--- config.mk ---
export PLATFORM = sky130hd
export DESIGN_NAME = flex_aggregator_flat
export DESIGN_NICKNAME = d
export VERILOG_FILES = /design/src/rtl/flex_aggregator_pkg.sv /design/src/rtl/flex_aggregator_if.sv /design/src/rtl/flex_aggregator_out_reg.sv /design/src/rtl/flex_aggregator.sv /design/src/flat_wrapper.sv
export SDC_FILE = /design/constraint.sdc
export NUM_CORES = 1
export LEC_CHECK = 0
export ABC_AREA = 1
export BUFFER_PORTS_ARGS = -buffer_cell sky130_fd_sc_hd__buf_4
export CAP_MARGIN = 10
export CELL_PAD_IN_SITES_DETAIL_PLACEMENT = 0
export CELL_PAD_IN_SITES_GLOBAL_PLACEMENT = 2
export CORE_MARGIN = 2
export CORE_UTILIZATION = 38
export DETAILED_ROUTE_END_ITERATION = 8
export PLACE_DENSITY_LB_ADDON = 0.1
export SETUP_SLACK_MARGIN = 0.1
export SYNTH_ARGS = -nofsm -noshare
export SYNTH_HDL_FRONTEND = slang
export SYNTH_SLANG_ARGS = --single-unit
--- constraint.sdc ---
create_clock -name clk -period 4.6 [get_ports clk]
set_clock_uncertainty 0.15 [all_clocks]
set_input_delay 1.15 -clock clk [delete_from_list [all_inputs] [get_ports clk]]
set_output_delay 1.15 -clock clk [all_outputs]
set_load 0.02 [all_outputs]
--- src/rtl/flex_aggregator_pkg.sv ---
// Shared types and helpers for the flex_aggregator packer: packer state,
// lane-valid mask construction and fetch-width legality.
package aggregator_pkg;

  typedef enum logic {
    PK_FILL = 1'b0,
    PK_DONE = 1'b1
  } pk_state_e;

  // Low `cnt` bits set; callers truncate to their lane count.
  function automatic logic [63:0] lane_mask(input int unsigned cnt);
    if (cnt >= 64) return '1;
    return (64'd1 << cnt) - 64'd1;
  endfunction

  function automatic logic width_legal(input int unsigned w, input int unsigned max_w);
    return (w >= 1) && (w <= max_w);
  endfunction

endpackage

--- src/rtl/flex_aggregator_if.sv ---
// Sender/receiver/control bundle of flex_aggregator; the aggregator is the
// master side, the surrounding FIFOs and controller the slave side.
interface flex_aggregator_if #(
  parameter int DATA_WIDTH      = 8,
  parameter int MAX_FETCH_WIDTH = 4,
  parameter int CNT_W           = $clog2(MAX_FETCH_WIDTH + 1)
);
  logic [DATA_WIDTH-1:0]                 sender_data;
  logic                                  sender_empty_n;
  logic                                  sender_deq;
  logic [MAX_FETCH_WIDTH*DATA_WIDTH-1:0] receiver_data;
  logic [MAX_FETCH_WIDTH-1:0]            receiver_valid_mask;
  logic                                  receiver_full_n;
  logic                                  receiver_enq;
  logic                                  change_fetch_width;
  logic [CNT_W-1:0]                      input_fetch_width;
  logic                                  flush;
  logic                                  width_err;

  modport master (
    input  sender_data, sender_empty_n, receiver_full_n,
    input  change_fetch_width, input_fetch_width, flush,
    output sender_deq, receiver_data, receiver_valid_mask, receiver_enq, width_err
  );

  modport slave (
    output sender_data, sender_empty_n, receiver_full_n,
    output change_fetch_width, input_fetch_width, flush,
    input  sender_deq, receiver_data, receiver_valid_mask, receiver_enq, width_err
  );

endinterface

--- src/rtl/flex_aggregator_out_reg.sv ---
// Output holding register: captures a finished packed word and presents it
// until the receiver accepts it.
module aggregator_out_reg #(
  parameter int DATA_W = 32,
  parameter int MASK_W = 4
) (
  input  logic              clk,
  input  logic              rst,
  input  logic              load,
  input  logic [DATA_W-1:0] load_data,
  input  logic [MASK_W-1:0] load_mask,
  input  logic              full_n,
  output logic [DATA_W-1:0] out_data,
  output logic [MASK_W-1:0] out_mask,
  output logic              out_valid,
  output logic              enq
);

  // Reset gates the transfer combinationally so it drops in the reset cycle.
  assign enq = out_valid && full_n && !rst;

  // NOTE: sequential state uses non-blocking assignments so every register
  // samples pre-edge values regardless of process ordering.
  always_ff @(posedge clk or posedge rst) begin
    if (rst) begin
      out_data  <= '0;
      out_mask  <= '0;
      out_valid <= 1'b0;
    end else if (load) begin
      out_data  <= load_data;
      out_mask  <= load_mask;
      out_valid <= 1'b1;
    end else if (enq) begin
      out_valid <= 1'b0;
    end
  end

endmodule

--- src/rtl/flex_aggregator.sv ---
// Packs DATA_WIDTH sender words into MAX_FETCH_WIDTH-lane receiver words with
// a runtime packing ratio, flush of partial words and a decoupled output slot.
module flex_aggregator
  import aggregator_pkg::*;
#(
  parameter int DATA_WIDTH      = 8,
  parameter int MAX_FETCH_WIDTH = 4,
  parameter int CNT_W           = $clog2(MAX_FETCH_WIDTH + 1)
) (
  input  logic              clk,
  input  logic              rst,
  flex_aggregator_if.master bus
);

  localparam int               TOTAL_W = DATA_WIDTH * MAX_FETCH_WIDTH;
  localparam logic [CNT_W-1:0] MAX_CNT = CNT_W'(MAX_FETCH_WIDTH);

  pk_state_e                  state_q, state_d;
  logic [DATA_WIDTH-1:0]      pack_lane [MAX_FETCH_WIDTH];
  logic [CNT_W-1:0]           pack_cnt, base_cnt, cnt_next;
  logic [CNT_W-1:0]           fw, pend_fw;
  logic                       pend_vld, width_err_q;
  logic                       out_valid, out_free, load_out, deq, enq;
  logic                       req_legal, apply_fw;
  logic [TOTAL_W-1:0]         load_data;
  logic [MAX_FETCH_WIDTH-1:0] load_mask;

  assign out_free = !out_valid || enq;
  assign load_out = (state_q == PK_DONE) && out_free;
  assign deq      = bus.sender_empty_n && !rst &&
                    ((state_q == PK_FILL) || ((state_q == PK_DONE) && out_free));

  // A word handed to the output slot frees the packer in the same cycle, so a
  // concurrent dequeue lands in lane 0 of the fresh packer.
  assign base_cnt = load_out ? '0 : pack_cnt;
  assign cnt_next = base_cnt + CNT_W'(deq);

  // Width changes only land on an idle, empty packer so a word in progress
  // always finishes at the width it started with.
  assign req_legal = width_legal(32'(bus.input_fetch_width), 32'(MAX_FETCH_WIDTH));
  assign apply_fw  = pend_vld && (pack_cnt == '0) && !deq;

  always_ff @(posedge clk or posedge rst) begin
    if (rst) state_q <= PK_FILL;
    else     state_q <= state_d;
  end

  // NOTE: every output of a combinational block gets a default first, so no
  // path through the block leaves a value held and no latch is inferred.
  always_comb begin
    state_d = state_q;
    if ((state_q == PK_FILL) || load_out) begin
      if ((cnt_next == fw) || (bus.flush && (cnt_next != '0))) state_d = PK_DONE;
      else                                                     state_d = PK_FILL;
    end
  end

  always_ff @(posedge clk or posedge rst) begin
    if (rst) begin
      pack_cnt    <= '0;
      fw          <= MAX_CNT;
      pend_fw     <= MAX_CNT;
      pend_vld    <= 1'b0;
      width_err_q <= 1'b0;
    end else begin
      pack_cnt    <= cnt_next;
      width_err_q <= bus.change_fetch_width && !req_legal;
      if (apply_fw) fw <= pend_fw;
      if (bus.change_fetch_width && req_legal) begin
        pend_fw  <= bus.input_fetch_width;
        pend_vld <= 1'b1;
      end else if (apply_fw) begin
        pend_vld <= 1'b0;
      end
    end
  end

  // NOTE: the lane storage has no reset; pack_cnt and the lane mask decide
  // what is live, and stale lanes are zeroed on their way to the output.
  always_ff @(posedge clk) begin
    for (int k = 0; k < MAX_FETCH_WIDTH; k++) begin
      if (deq && (base_cnt == CNT_W'(k))) pack_lane[k] <= bus.sender_data;
    end
  end

  always_comb begin
    load_mask = MAX_FETCH_WIDTH'(lane_mask(32'(pack_cnt)));
    load_data = '0;
    for (int k = 0; k < MAX_FETCH_WIDTH; k++) begin
      load_data[k*DATA_WIDTH +: DATA_WIDTH] = load_mask[k] ? pack_lane[k] : '0;
    end
  end

  aggregator_out_reg #(
    .DATA_W (TOTAL_W),
    .MASK_W (MAX_FETCH_WIDTH)
  ) u_out_reg (
    .clk       (clk),
    .rst       (rst),
    .load      (load_out),
    .load_data (load_data),
    .load_mask (load_mask),
    .full_n    (bus.receiver_full_n),
    .out_data  (bus.receiver_data),
    .out_mask  (bus.receiver_valid_mask),
    .out_valid (out_valid),
    .enq       (enq)
  );

  assign bus.sender_deq   = deq;
  assign bus.receiver_enq = enq;
  assign bus.width_err    = width_err_q;

endmodule

--- src/flat_wrapper.sv ---
// flat-port wrapper written by rule: the top's interface ports become plain ports
module flex_aggregator_flat import aggregator_pkg::*;
#(
  parameter int DATA_WIDTH      = 8,
  parameter int MAX_FETCH_WIDTH = 4,
  parameter int CNT_W           = $clog2(MAX_FETCH_WIDTH + 1)
)
  (clk, rst, bus_sender_data, bus_sender_empty_n, bus_receiver_full_n, bus_change_fetch_width, bus_input_fetch_width, bus_flush, bus_sender_deq, bus_receiver_data, bus_receiver_valid_mask, bus_receiver_enq, bus_width_err);
  flex_aggregator_if #(.DATA_WIDTH(DATA_WIDTH), .MAX_FETCH_WIDTH(MAX_FETCH_WIDTH), .CNT_W(CNT_W)) bus_i ();
  input  logic clk;
  input  logic rst;
  input wire logic [$bits(bus_i.sender_data)-1:0] bus_sender_data;
  input wire logic [$bits(bus_i.sender_empty_n)-1:0] bus_sender_empty_n;
  input wire logic [$bits(bus_i.receiver_full_n)-1:0] bus_receiver_full_n;
  input wire logic [$bits(bus_i.change_fetch_width)-1:0] bus_change_fetch_width;
  input wire logic [$bits(bus_i.input_fetch_width)-1:0] bus_input_fetch_width;
  input wire logic [$bits(bus_i.flush)-1:0] bus_flush;
  output wire logic [$bits(bus_i.sender_deq)-1:0] bus_sender_deq;
  output wire logic [$bits(bus_i.receiver_data)-1:0] bus_receiver_data;
  output wire logic [$bits(bus_i.receiver_valid_mask)-1:0] bus_receiver_valid_mask;
  output wire logic [$bits(bus_i.receiver_enq)-1:0] bus_receiver_enq;
  output wire logic [$bits(bus_i.width_err)-1:0] bus_width_err;
  assign bus_i.sender_data = bus_sender_data;
  assign bus_i.sender_empty_n = bus_sender_empty_n;
  assign bus_i.receiver_full_n = bus_receiver_full_n;
  assign bus_i.change_fetch_width = bus_change_fetch_width;
  assign bus_i.input_fetch_width = bus_input_fetch_width;
  assign bus_i.flush = bus_flush;
  assign bus_sender_deq = bus_i.sender_deq;
  assign bus_receiver_data = bus_i.receiver_data;
  assign bus_receiver_valid_mask = bus_i.receiver_valid_mask;
  assign bus_receiver_enq = bus_i.receiver_enq;
  assign bus_width_err = bus_i.width_err;
  flex_aggregator #(.DATA_WIDTH(DATA_WIDTH), .MAX_FETCH_WIDTH(MAX_FETCH_WIDTH), .CNT_W(CNT_W)) u_core (.clk(clk), .rst(rst), .bus(bus_i));
endmodule
== Word level (Yosys, flattened, before mapping) ==
Memories as Yosys holds them, arrays and structs flattened.
Cells that the tools add are included.
Word-level totals
  bits in registers: 49
  RAM bits: 32
  output and inout bits: 39
  logic and storage cells: 77
  memories kept: 1
Cells by class
  $add $sub $neg: 2
  order comparisons: 2
  eq/ne operators: 4
  shift-type cells: 1
  multiplexer cells: 27
  bitwise operators: 1
  reductions and logical operators: 30
Memories
  u_core.pack_lane: words 4, bits a word 8, rd ports 4, clocked after memory_dff 0, wr ports 1, line flex_aggregator.sv:19  | logic [DATA_WIDTH-1:0] pack_lane [MAX_FETCH_WIDTH];
Operator list (count)
  2-to-1 mux 8 bit: 7
  OR reduction 8 bit: 3
  2-to-1 mux 1 bit: 16
  logical AND 1 bit: 15
  equality test 3 x 2 -> 1 bit, second input constant: 2
  zero test 3 bit: 2
  2-to-1 mux 2 bit: 3
  zero test 1 bit: 4
  nonzero test 2 bit: 2
  << shifter 1 x 3 -> 4 bit, first input constant: 1
  subtractor 4 x 1 -> 4 bit, second input constant: 1
  adder 3 x 1 -> 3 bit: 1
  equality test 3 x 1 -> 1 bit, second input constant: 1
  equality test 3 bit: 1
  greater-or-equal comparator 3 x 1 -> 1 bit, second input constant: 1
  <= comparator 3 bit, second input constant: 1
  logical OR 1 bit: 3
  2-to-1 mux 3 bit: 1
  nonzero test 3 bit: 1
  inverter 1 bit: 1

== Logic depth before layout (Yosys ltp) ==
  depth after elaboration: 13
  mapped depth: 14
  mapped depth without buffers: 14

== Cells and area by module ==
Synthesis repeated with hierarchy kept, for this count alone.
Unflattened totals
  cells, all modules: 358
  area, all modules: 3354.5 sq um
By module, submodules not included
  flex_aggregator: times used 1, cells each 199, area each 1895.6 sq um, sequential area each 1263.7 sq um
  aggregator_out_reg: times used 1, cells each 159, area each 1458.9 sq um, sequential area each 925.9 sq um

== Least setup slack after synthesis ==
Ideal clock, no wire load.
  path kind: input port to output port
  from: input port rst
  to: output port bus_sender_deq
  arrival: 2.718 ns
  setup slack: 0.582 ns
  stages: 3
  path buffers: 0
  path through: inv_1 > nand2_1 > inv_1
On the way
  longest elaborated chain between the ends: 6
  elaborated cells on any way between the ends: 7
  those cells by class: 7 x reduce/logical
Ends and longest elaborated chain
  start: declaration: line flat_wrapper.sv:11  | input logic rst;
  zero test 1 bit (*): line flex_aggregator_out_reg.sv:20, flex_aggregator.sv:30
  logical AND 1 bit: line flex_aggregator_out_reg.sv:20  | assign enq = out_valid && full_n && !rst;
  logical OR 1 bit: line flex_aggregator.sv:28  | assign out_free = !out_valid || enq;
  logical AND 1 bit: line flex_aggregator.sv:31  | ((state_q == PK_FILL) || ((state_q == PK_DONE) && out_free));
  logical OR 1 bit: line flex_aggregator.sv:31
  logical AND 1 bit (*): line flex_aggregator.sv:30  | assign deq = bus.sender_empty_n && !rst &&
  end: declaration: line flat_wrapper.sv:18  | output wire logic [$bits(bus_i.sender_deq)-1:0] bus_sender_deq;
Mark *: on every way between the ends. The rest lies on a longest branch, timed or not.

== Worst setup path after layout ==
Same ends and word-level chain as after synthesis.

==> metrics.log <==
[metrics] final antenna diode count: 0
[metrics] r2r endpoint: u_core.pack_lane[0][7]
[metrics] maximum single-stage delay on the critical path: 190 ps
[metrics] Int Power: 1450 uW
[metrics] io pins: 56
[metrics] Total Wirelength: 5980 um
[metrics] yosys warns: 0
[metrics] pin count of the biggest net entering global routing: 50
[metrics] leakage power: 0.00176 uW
[metrics] most instantiated library cell after synthesis: sky130_fd_sc_hd__nand2_1
[metrics] via count of the first global-routing pass: 2,008
[metrics] startpoint of the most critical hold path: u_core.u_out_reg.out_mask[2]
[metrics] Distinct cells, synth: 27
[metrics] Total Routing Usage GR: 15.0%
[metrics] number of buffers inserted to repair setup after CTS: 0
[metrics] post-synthesis net count: 285
[metrics] CTS Root Cell: sky130_fd_sc_hd__clkbuf_8
[metrics] dominant cell type by area after synthesis: sky130_fd_sc_hd__dfrtp_1
[metrics] number of storage elements in the synthesis netlist: 81
[metrics] first-pass GRT wire length: 9800 um
[metrics] fraction of power consumed by combinational cells: 28.7%
[metrics] largest family of logic cells by synthesized area: simple AND/OR/NAND/NOR gates
[metrics] run status: complete, no violations
[metrics] post-synthesis share of cell area spent on xor and xnor gates: 0.848%
[metrics] number of gates resized after cts: 0
[metrics] number of flops mapped to enable cells by yosys: 32
[metrics] cell area after technology mapping: 3100 um^2
[metrics] Port Buf Inserts: 55
[metrics] Hold WC Path Type: reg2reg
[metrics] Final Worst Setup Slack: 1250 ps
[metrics] initial antenna violation count: 0
[metrics] critical path cell sequence: buf_4 > o21ai_2 > nor2_1 > nor2_1 > nand2_1 > inv_1 > buf_4
[metrics] DRC violations left: 0
[metrics] full die area: 8890 um^2
[metrics] # Max-Cap Violations: 0
[metrics] CTS H-tree lvls: 3
[metrics] element type at the critical path end: output port
[metrics] count of TritonRoute iterations in the first routing pass: 5
[metrics] number of stages on the worst hold path: 2
[metrics] Peak VDD IR: 246 uV
[metrics] Clock Power Share: 26.1%
[metrics] average footprint of a synthesized cell: 11.6 um^2
[metrics] Die Ht: 94.3 um
[metrics] post-detailed-route wirelength per cell: 13.8 um
[metrics] sequential-to-total area share from yosys stat: 70.7%
[metrics] number of fill cells in the layout: 737
[metrics] FP Rows: 32
[metrics] pre-CTS setup slack: 1250 ps
[metrics] Die X: 94.3 um
[metrics] mux share of post-synthesis cell area: 0%
[metrics] number of instances in the synthesized netlist: 266
[metrics] routability congestion estimate from global placement: 0.701
[metrics] CP max-delay cell: sky130_fd_sc_hd__o21ai_2
[metrics] maximum clock insertion buffer count: 2
[metrics] proportion of synthesized flip-flops having asynchronous set or reset: 60.5%
[metrics] CTS Buf Count: 9
[metrics] final count of pins violating max slew: 0
[metrics] post-synthesis to final-layout area growth: 23.4%
[metrics] grt ovf: 0
[metrics] maximum clock frequency: 0.299 GHz
[metrics] post-synth top area share: 38.0%
[metrics] Post-Synth Simple-Gate Area: 13.9%
[metrics] type of origin of the critical path: input pin
[metrics] iteration-0 DRC count of the detailed router: 100
[metrics] sink count of the clock tree: 81
[metrics] primary flip-flop cell chosen by synthesis mapping: sky130_fd_sc_hd__dfrtp_1
[metrics] clock slew at the register clock pins of the worst setup and hold paths: 80 ps
[metrics] actual transition at the worst max-transition pin: 835 ps
[metrics] total vias in the final route: 1,973
[metrics] Total Nets Final: 345
[metrics] Sw Share: 33.2%
[metrics] Final TNS setup: 0 ps
[metrics] fraction of the cycle the final worst path needs: 72.7%
[metrics] layout cell share with drive strength beyond 1: 29.3%
[metrics] relative contribution of sequential cells to total power: 45.2%
[metrics] largest driver fanout on the critical path: 4
[metrics] count of nets left with antenna violations after detail routing: 0
[metrics] RSZ-0062 raised after global routing: no
[metrics] Max-Slew Margin vs Limit: 44.3%
[metrics] share of synthesized cell area in full adder, half adder and majority cells: 0.808%
[metrics] launching point of the worst reg2reg path: u_core.pack_cnt[2]
[metrics] power spent charging and discharging nets: 722 uW
[metrics] setup violators final: 0
[metrics] Hold Fails Final Rpt: 0
[metrics] critical path type: in2out
[metrics] Data arrival, critical path: 2050 ps
[metrics] clock latency on the worst-skew pair: 340 ps
[metrics] initial core utilization: 39.7%
[metrics] cell count of the worst reg-to-reg path: 3
[metrics] count of hold-fix buffers inserted at cts: 0
[metrics] post-synthesis compound-gate area fraction: 8.56%
[metrics] largest cells by area after synthesis: sky130_fd_sc_hd__dfrtp_1, sky130_fd_sc_hd__edfxtp_1, sky130_fd_sc_hd__nand2_1
[metrics] FF-to-FF setup slack: 2190 ps
[metrics] minimum clock period: 3350 ps
[metrics] Detailed Place HPWL: 4100 um
[metrics] Commonest cells post-synth: sky130_fd_sc_hd__nand2_1, sky130_fd_sc_hd__dfrtp_1, sky130_fd_sc_hd__edfxtp_1, sky130_fd_sc_hd__inv_1, sky130_fd_sc_hd__o21ai_0
[metrics] CTS tree: yes
[metrics] Worst Path Required: 3300 ps
[metrics] power density over cell area: 569 nW/um^2
[metrics] Vias per Instance: 4.56
[metrics] placeable core region: 7810 um^2
[metrics] post-route core utilization: 49.0%
[metrics] Hold EP: u_core.u_out_reg.out_mask[2]
-- power by group through the flow --
stage               Combinational [uW]  Clock, uW  Sequential [uW]
floorplan                          315          0             1090
global placement                   634          0              999
detailed placement                 637          0              999
CTS                                638        581              986
global route                       705        612             1000
finish                             624        567              983
-- cells in the final DEF, fill, tap and decap left out, drive strengths merged --
cell / instances
nand3: 6
o21ai: 38
clkbuf: 11
nor2: 12
buf: 58
bufinv: 2
ha: 2
nor3: 2
clkinv: 3
dfstp: 2
dfrtp: 47
or2: 1
edfxtp: 32
nand2: 82
xor2: 3
a21oi: 4
inv: 25
o211ai: 1
-- cell type report --
class	instances	area [um^2]	share of cell area, %
multi-input cells	151	751	19.6
clock buffers	11	141	3.70
flip-flops and latches	81	2190	57.3
repair buffers	58	435	11.4
inverters	25	98.8	2.59
well taps	102	128	3.34
clock inverters	5	78.8	2.06
-- per-stage QoR --
| step | hold WS, ps | cells | area (um^2) | power, uW |
|---|---|---|---|---|
| 3_5_place_dp | 320 | 417 | 3600 | 1640 |
| 2_1_floorplan | 310 | 266 | 3100 | 1400 |
| 3_3_place_gp | 315 | 417 | 3600 | 1630 |
| 6_report | 337 | 433 | 3820 | 2170 |
| 5_1_grt | 374 | 433 | 3820 | 2320 |
| 4_1_cts | 342 | 433 | 3820 | 2210 |
-- metal layers --
| layer | wire length [um] | vias up | track usage (%) |
|---|---|---|---|
| met5 | 0 | - | 0 |
| met4 | 75 | 0 | 6.88 |
| met3 | 328 | 5 | 3.29 |
| met2 | 2660 | 55 | 23.2 |
| met1 | 2910 | 929 | 20.1 |
| li1 | - | 984 | - |
-- worst max-delay path by stage --
stage / slack [ps] / from / to
2_1_floorplan: 580 / rst / bus_sender_deq
3_3_place_gp: 1270 / rst / bus_sender_deq
3_5_place_dp: 1250 / rst / bus_sender_deq
4_1_cts: 1250 / rst / bus_sender_deq
5_1_grt: 1150 / rst / bus_sender_deq
6_report: 1250 / rst / bus_sender_deq
-- registers in the layout, indices dropped and copies added, names as in the netlist --
register	cells
u_core.u_out_reg.out_valid	1
u_core.pend_fw	3
u_core.pend_vld	1
u_core.bus.width_err	1
u_core.u_out_reg.out_data	32
u_core.pack_cnt	3
u_core.pack_lane	32
u_core.u_out_reg.out_mask	4
u_core.state_q	1
u_core.fw	3
-- logic make-up (layout without fill, tap and decap cells) --
| family | after synthesis | count (layout) |
|---|---|---|
| XOR/XNOR | 3 | 3 |
| AO/OA/AOI/OAI | 43 | 43 |
| AND/OR/NAND/NOR | 103 | 103 |
| adder cells (fa/ha/maj) | 2 | 2 |
| flip-flops | 81 | 81 |
| buffers and inverters | 34 | 99 |
-- worst max-delay path, delay by kind of cell --
| kind | cells | cell delay (ps) |
|---|---|---|
| buf+inv | 3 | 420 |
| simple gates | 3 | 280 |
| compound gates | 1 | 190 |
Power figures use the tool's default switching activity.
